==> config.mk <==
export PLATFORM = sky130hd
export DESIGN_NAME = gpmc_master
export DESIGN_NICKNAME = d
export VERILOG_FILES = /design/src/rtl/gpmc_pkg.sv /design/src/rtl/gpmc_clkgen.sv /design/src/rtl/gpmc_master.sv
export SDC_FILE = /design/constraint.sdc
export NUM_CORES = 1
export LEC_CHECK = 0
export ABC_AREA = 1
export ABC_CLOCK_PERIOD_IN_PS = 3800
export CORE_ASPECT_RATIO = 1.4
export CORE_UTILIZATION = 48
export DETAILED_ROUTE_END_ITERATION = 12
export GPL_ROUTABILITY_DRIVEN = 0
export GPL_TIMING_DRIVEN = 0
export PLACE_DENSITY = 0.86
export SLEW_MARGIN = 20
export SYNTH_ARGS = -nofsm -noshare
export SYNTH_HDL_FRONTEND = slang
export SYNTH_SLANG_ARGS = --single-unit
==> constraint.sdc <==
create_clock -name sys_clk -period 3.8 [get_ports sys_clk]
set_input_delay 0.38 -clock sys_clk [delete_from_list [all_inputs] [get_ports sys_clk]]
set_output_delay 0.38 -clock sys_clk [all_outputs]
set_load 0.03 [all_outputs]
==> src/rtl/gpmc_pkg.sv <==
// Shared GPMC definitions: bus widths and the initiator FSM state encoding.
// Used by both the initiator (gpmc_master) and the responder side.
package gpmc_pkg;
   localparam int GPMC_ADR_W = 26;
   localparam int GPMC_DAT_W = 16;
   localparam int GPMC_A_W   = 10;

   typedef enum logic [1:0] {
      ST_IDLE,
      ST_ADDR,
      ST_ACCESS,
      ST_TURN
   } gpmc_state_t;
endpackage

==> src/rtl/gpmc_clkgen.sv <==
// Divide-by-two GPMC clock generator; fall_tick marks the sys_clk edge on
// which gpmc_clk drops, i.e. the only edge where GPMC-side state may change.
module gpmc_clkgen (
   input  logic sys_clk,
   input  logic sys_rst,
   output logic gpmc_clk,
   output logic fall_tick
);

   always_ff @(posedge sys_clk or posedge sys_rst) begin
      if (sys_rst) gpmc_clk <= 1'b0;
      else         gpmc_clk <= ~gpmc_clk;
   end

   // gpmc_clk is high now, so the coming edge takes it 1 -> 0
   assign fall_tick = gpmc_clk;

endmodule

==> src/rtl/gpmc_master.sv <==
// GPMC multiplexed address/data initiator: ADDR, ACCESS, TURN per request.
// Optional `GPMC_MASTER_WAIT_EN adds a synchronized gpmc_wait stall of ACCESS.
module gpmc_master
   import gpmc_pkg::*;
#(
   parameter int ACCESS_CYCLES = 4
) (
   input  logic                  sys_clk,
   input  logic                  sys_rst,
   input  logic                  req_stb,
   output logic                  req_ack,
   input  logic                  req_we,
   input  logic                  req_dma,
   input  logic [GPMC_ADR_W-1:0] req_adr,
   input  logic [GPMC_DAT_W-1:0] req_dat_w,
   output logic [GPMC_DAT_W-1:0] req_dat_r,
   output logic                  gpmc_clk,
   output logic [GPMC_A_W-1:0]   gpmc_a,
   output logic [GPMC_DAT_W-1:0] gpmc_d_o,
   output logic                  gpmc_d_oe,
   input  logic [GPMC_DAT_W-1:0] gpmc_d_i,
   output logic                  gpmc_ale_n,
   output logic                  gpmc_we_n,
   output logic                  gpmc_oe_n,
   output logic                  gpmc_csr_cs_n,
   output logic                  gpmc_dma_cs_n,
   input  logic                  gpmc_wait
);

   localparam logic [7:0] CNT_LOAD = 8'(ACCESS_CYCLES - 1);

   gpmc_state_t state;
   logic [7:0]  cnt;
   logic        fall_tick;
   logic        wait_sync;

   gpmc_clkgen u_clkgen (
      .sys_clk   (sys_clk),
      .sys_rst   (sys_rst),
      .gpmc_clk  (gpmc_clk),
      .fall_tick (fall_tick)
   );

`ifdef GPMC_MASTER_WAIT_EN
   logic wait_s1, wait_s2;

   always_ff @(posedge sys_clk or posedge sys_rst) begin
      if (sys_rst) begin
         wait_s1 <= 1'b0;
         wait_s2 <= 1'b0;
      end else begin
         wait_s1 <= gpmc_wait;
         wait_s2 <= wait_s1;
      end
   end

   assign wait_sync = wait_s2;
`else
   logic unused_wait;
   assign unused_wait = gpmc_wait;
   assign wait_sync   = 1'b0;
`endif

   always_ff @(posedge sys_clk or posedge sys_rst) begin
      if (sys_rst) begin
         state         <= ST_IDLE;
         cnt           <= '0;
         req_ack       <= 1'b0;
         req_dat_r     <= '0;
         gpmc_a        <= '0;
         gpmc_d_o      <= '0;
         gpmc_d_oe     <= 1'b0;
         gpmc_ale_n    <= 1'b1;
         gpmc_we_n     <= 1'b1;
         gpmc_oe_n     <= 1'b1;
         gpmc_csr_cs_n <= 1'b1;
         gpmc_dma_cs_n <= 1'b1;
      end else begin
         req_ack <= 1'b0;
         if (fall_tick) begin
            case (state)
               ST_IDLE: begin
                  if (req_stb) begin
                     state         <= ST_ADDR;
                     gpmc_ale_n    <= 1'b0;
                     gpmc_csr_cs_n <= req_dma;
                     gpmc_dma_cs_n <= ~req_dma;
                     gpmc_a        <= req_adr[GPMC_ADR_W-1:GPMC_DAT_W];
                     gpmc_d_o      <= req_adr[GPMC_DAT_W-1:0];
                     gpmc_d_oe     <= 1'b1;
                  end
               end
               // Bus direction flips here together with oe_n so the pad
               // never drives while the target is told to drive.
               ST_ADDR: begin
                  state      <= ST_ACCESS;
                  cnt        <= CNT_LOAD;
                  gpmc_ale_n <= 1'b1;
                  gpmc_we_n  <= ~req_we;
                  gpmc_oe_n  <= req_we;
                  gpmc_d_oe  <= req_we;
                  if (req_we) gpmc_d_o <= req_dat_w;
               end
               ST_ACCESS: begin
                  if (cnt != 8'd0) begin
                     cnt <= cnt - 8'd1;
                  end else if (!wait_sync) begin
                     state         <= ST_TURN;
                     gpmc_we_n     <= 1'b1;
                     gpmc_oe_n     <= 1'b1;
                     gpmc_csr_cs_n <= 1'b1;
                     gpmc_dma_cs_n <= 1'b1;
                     gpmc_d_oe     <= 1'b0;
                     if (!req_we) req_dat_r <= gpmc_d_i;
                  end
               end
               ST_TURN: begin
                  state   <= ST_IDLE;
                  req_ack <= 1'b1;
               end
               default: state <= ST_IDLE;
            endcase
         end
      end
   end

endmodule

=== Word-level counts from Yosys, hierarchy flattened ===
Index checks and enable logic that the tools add are counted.

* Input bits: 64
* Word-level logic and storage cells: 62
* Bits in registers: 60

* Add/sub/neg operators: 1
* Mux-type cells: 22
* Reductions and logical operators: 15
* Equality and inequality tests: 7
* Bitwise logic cells: 4

{| class="wikitable"
|+ Operator list
! operator !! number
|-
| $mux 16 || 2
|-
| $pmux 16 s2 || 1
|-
| $pmux 8 s2 || 1
|-
| $reduce_and 4->1 || 4
|-
| $reduce_and 3->1 || 5
|-
| $pmux 1 s2 || 5
|-
| $mux 1 || 8
|-
| $mux 8 || 1
|-
| $ne 2x2->1 const B || 4
|-
| $pmux 2 s4 || 1
|-
| $reduce_bool 8->1 || 1
|-
| $sub 8x1->8 const B || 1
|-
| $reduce_bool 2->1 || 3
|-
| $eq 2x2->1 const B || 2
|-
| $mux 2 || 2
|-
| $not 1->1 || 4
|-
| $pmux 1 s3 || 1
|-
| $reduce_bool 3->1 || 1
|-
| $eq 2x1->1 const B || 1
|-
| $logic_not 2->1 || 1
|}

=== Longest topological paths before layout ===
* Depth in word-level cells: 3
* Gate-level depth with buffers: 10

=== By module ===
Synthesis repeated with hierarchy kept, for this count alone.

* Cell total of the unflattened synthesis: 369
* Area total of the unflattened synthesis: 2959.1 um^2

{| class="wikitable"
|+ By module, submodules not included
! module !! cells each !! instances !! seq. area each (um^2) !! area an instance (um^2)
|-
| gpmc_master || 365 || 1 || 1482.7 || 2919.0
|-
| gpmc_clkgen || 4 || 1 || 25.0 || 40.0
|}

=== Worst setup path after synthesis ===
No wires, ideal clock.

* Kind: reg-to-reg
* Start point: reg state[0]
* End point: reg req_dat_r[0]
* Arrival: 1.403 ns
* Setup time: 0.117 ns
* Slack: 2.280 ns
* Period minus slack after synthesis: 1.520 ns
* Cell stages (with the launch flop): 9
* Data required time: 3.683 ns
* Cell sequence: dfrtp_1 -> inv_1 -> ha_1 -> inv_2 -> nor3_2 -> nand2_2 -> buf_6 -> o21ai_1 -> inv_1

* Longest elaborated chain between the ends: 2

{| class="wikitable"
|+ Ends and longest elaborated chain
! item !! line !! text
|-
| from (decl) || gpmc_master.sv:32 || <nowiki>gpmc_state_t state;</nowiki>
|-
| from (signal assigned) || gpmc_master.sv:66 || <nowiki>state <= ST_IDLE;</nowiki>
|-
| from (signal assigned) || gpmc_master.sv:84 || <nowiki>state <= ST_ADDR;</nowiki>
|-
| from (signal assigned) || gpmc_master.sv:96 || <nowiki>state <= ST_ACCESS;</nowiki>
|-
| $eq 2x2->1 || gpmc_master.sv:81 || <nowiki>case (state)</nowiki>
|-
| $reduce_and 4->1 (no line) || n/a ||
|-
| to (signal assigned) || gpmc_master.sv:114 || <nowiki>if (!req_we) req_dat_r <= gpmc_d_i;</nowiki>
|-
| to (decl) || gpmc_master.sv:16 || <nowiki>output logic [GPMC_DAT_W-1:0] req_dat_r,</nowiki>
|}

No other way between the ends.
A chain may end at the register's enable or synchronous reset.

=== Worst setup path in the final report ===
* Start point: reg gpmc_oe_n
* End point: out gpmc_oe_n

{| class="wikitable"
|+ RTL lines
! item !! line !! text
|-
| from (decl) || gpmc_master.sv:24 || <nowiki>output logic gpmc_oe_n,</nowiki>
|-
| from (signal assigned) || gpmc_master.sv:100 || <nowiki>gpmc_oe_n <= req_we;</nowiki>
|}

No word-level cell between the ends.

==> out/metrics.yaml <==
clock_tree:
  cts-root-buf: "sky130_fd_sc_hd__clkbuf_8"
  clock_tree.htree_level_count: 3
  cts_post_setup_buffers_inserted: 0
  post_cts_resized: 0
  worstSkewPairLatency_ns: 0.34
  total_clock_sinks: 60
  cts_hold_repair.buffers: 0
  clock_tree_from_tritoncts: "done"
  tritoncts.num_buffers: 9
  clk_pin_slew_worst_paths_ns: 0.06
  cts_max_path_buffers: 2
layout:
  fill_cells: 474
  design.final.nets: 578
  final_cell_area_excluding_filler_cells_um2: 4450
  fin_cells: 580
  layout.cells.most_common: "sky130_fd_sc_hd__nand2_1"
  final_cell_mix: "sky130_fd_sc_hd__nand2_1, sky130_fd_sc_hd__clkdlybuf4s50_1, sky130_fd_sc_hd__inv_1, sky130_fd_sc_hd__dfrtp_1, sky130_fd_sc_hd__o21ai_0"
  share_of_layout_cells_above_drive_strength_1_pct: 8.82
  num_antenna_cells: 0
  signed_area_change_from_the_synthesized_netlist_to_the_final_layout_pct: 48.3
timing:
  final-max-slew-violation-count: 0
  grt_setup_unrepaired: "no"
  finClkSkew_ns: 0.0104
  worstMarginPinSlew_ns: 0.709
  max_clock_freq_mhz: 518
  post-route-worst-setup-slack_ns: 1.87
  post-route-period-util_pct: 50.8
  timing.slew.headroom_pct: 52.7
  final_hold_viol_count: 0
  final.setup.tns_ns: 0
  finalSetupViolCount: 0
  fin_crit_ns: 1.93
setup_path:
  crit_path_max_fanout: 2
  cp_data_required_time_ns: 3.42
  critPathMaxStageDelay_ns: 0.68
  cp-start-kind: "flop"
  timing.critical_path.buf_inv: 1
  critical_path.slowest_cell: "sky130_fd_sc_hd__clkdlybuf4s50_1"
  critical_path_arrival_ns: 1.55
  cp_endpoint_kind: "output port"
  worst-setup-path-type: "reg -> out"
  crit_chain: "clkdlybuf4s50_1"
  cpLargestDelayFamily: "buffers and inverters"
worst_hold_path:
  hold_path.class: "reg -> reg"
route:
  postRouteWirelength_mm: 7.48
  dr.pass1.iters: 4
  antenna_violating_nets_post_route: 0
  detail_route.wl_per_cell_um: 12.9
  vias_after_detailed_routing: 2847
  detailed_route_drc_error_count: 0
  routed_via_density: 4.91
  drt_iter0_markers: 113
grt:
  globalRoute.totalOverflow: 0
  initial_antenna_violation_count: 0
  track_usage_pct: 24.3
  global_route_wire_length_before_repair_mm: 11.6
  vias_in_the_first_global_route: 2638
  grt_max_degree: 61
placed_design:
  numPortBuffers: 112
  dpl-instance-area_um2: 4210
  post-place-ws_ns: 1.96
  place.detailed.instances: 565
  detailedPlacementHpwl_mm: 5.52
logic_synthesis:
  netlist_instances: 383
  synth_area_per_cell_um2: 7.83
  netlist_area_um2: 3000
  yosys_register_bits: 60
  yosys_warnings: 0
  synth-seq-area-share_pct: 50.3
  net_count_after_synthesis: 455
  synth_cell_type_count: 28
floorplanning:
  die_height_um: 95.5
  die_width_um: 68.8
  dieArea_um2: 6570
  core.rowCount: 33
  io_pins: 114
  start_util_pct: 50.4
  standard_cell_core_area_um2: 5950
pwr:
  total_leakage_power_nw: 2.21
  irDropWorstVdd_uv: 582
  totalPowerFinal_w: 0.00415
  cellPowerDensity_nw_per_um2: 933
run:
  cap_violations: 0
status:
  status: "complete, no violations"
==> metal layers <==
layer / track usage, % / routed length, µm
met1: 26.9 / 2940
met5: 0 / 0
met4: 10.7 / 160
met2: 42.9 / 3980
met3: 5.62 / 392
==> cell type report <==
| cell class | count | area (µm²) | share of cell area (%) |
|---|---|---|---|
| clock buffer | 10 | 138 | 3.09 |
| multi-input combinational | 243 | 1150 | 25.8 |
| buffer | 11 | 85.1 | 1.91 |
| tap | 70 | 87.6 | 1.97 |
| clock inverter | 5 | 100 | 2.25 |
| inverter | 69 | 262 | 5.88 |
| sequential | 60 | 1510 | 33.9 |
| timing repair buffer | 112 | 1120 | 25.2 |
==> logic make-up (layout without fill, tap and decap cells) <==
family | count (synthesis) | after routing | synth area share (%)
fa+ha+maj | 8 | 8 | 3.34
xor+xnor | 2 | 2 | 0.584
simple gates | 187 | 187 | 25.9
flops | 60 | 60 | 50.3
compound gates | 46 | 46 | 8.43
buf+inv | 80 | 207 | 11.5
==> metrics by stage <==
stage	utilization (%)	hold slack (ns)
final	74.8	0.462
after global routing	74.8	0.480
after CTS	74.8	0.463
after detailed placement	70.8	0.453
after global placement	70.8	0.451
after floorplan	-	0.475
==> cell usage after synthesis <==
master                     instances  area, µm²
sky130_fd_sc_hd__nand2_1         149        559
sky130_fd_sc_hd__inv_1            64        240
sky130_fd_sc_hd__dfrtp_1          55       1380
sky130_fd_sc_hd__o21ai_0          22        110
sky130_fd_sc_hd__o21ai_1          20        100
sky130_fd_sc_hd__nand3_1          11       55.1
sky130_fd_sc_hd__nor2_1           11       41.3
sky130_fd_sc_hd__ha_1              8        100
sky130_fd_sc_hd__buf_6             5       56.3
sky130_fd_sc_hd__dfstp_2           5        131
sky130_fd_sc_hd__nand4_1           5       31.3
sky130_fd_sc_hd__clkbuf_1          3       11.3
sky130_fd_sc_hd__inv_2             3       11.3
sky130_fd_sc_hd__buf_2             2       10.0
sky130_fd_sc_hd__clkinv_1          2       7.51
sky130_fd_sc_hd__nand2_2           2       12.5
sky130_fd_sc_hd__nor2_2            2       12.5
sky130_fd_sc_hd__nor2_4            2       22.5
sky130_fd_sc_hd__o21ai_2           2       17.5
sky130_fd_sc_hd__xor2_1            2       17.5
sky130_fd_sc_hd__a22o_1            1       8.76
sky130_fd_sc_hd__buf_4             1       7.51
sky130_fd_sc_hd__nand2_4           1       11.3
sky130_fd_sc_hd__nand3_2           1       10.0
sky130_fd_sc_hd__nor3_1            1       5.00
sky130_fd_sc_hd__nor3_2            1       10.0
sky130_fd_sc_hd__o21ai_4           1       16.3
sky130_fd_sc_hd__or2_2             1       6.26
==> sequential cells by signal (all words and copies together), names as in the netlist <==
register            cells
gpmc_oe_n               1
gpmc_we_n               1
gpmc_d_oe               1
gpmc_csr_cs_n           1
u_clkgen.fall_tick      1
gpmc_d_o               16
req_dat_r              16
gpmc_ale_n              1
cnt                     8
state                   2
gpmc_a                 10
gpmc_dma_cs_n           1
req_ack                 1
==> worst min-delay path, delay by kind of cell, from the launching register on <==
kind / cells / cell delay, ns
DFF: 1 / 0.37
and+or+nand+nor: 2 / 0.09
==> path summary, 6_finish.rpt <==
check / start / endpoint / slack [ns] / cells after the start
min reg2reg: gpmc_csr_cs_n / gpmc_csr_cs_n / 0.46 / 2
max in group asynchronous: sys_rst / cnt[2] / 2.80 / 2
min: gpmc_csr_cs_n / gpmc_csr_cs_n / 0.46 / 2
max: gpmc_oe_n / gpmc_oe_n / 1.87 / 1
min in group asynchronous: sys_rst / req_dat_r[9] / 0.53 / 2
max reg2reg: state[1] / cnt[1] / 2.03 / 10
==> power breakdown <==
part	internal, W	switching, W	leakage, nW
Sequential	0.000969	0.000194	0.695
Combinational	0.000887	0.00141	1.39
Clock	0.000447	0.000242	0.122
Total	0.00230	0.00185	2.21
No activity file was read; power rests on OpenSTA's default activity.
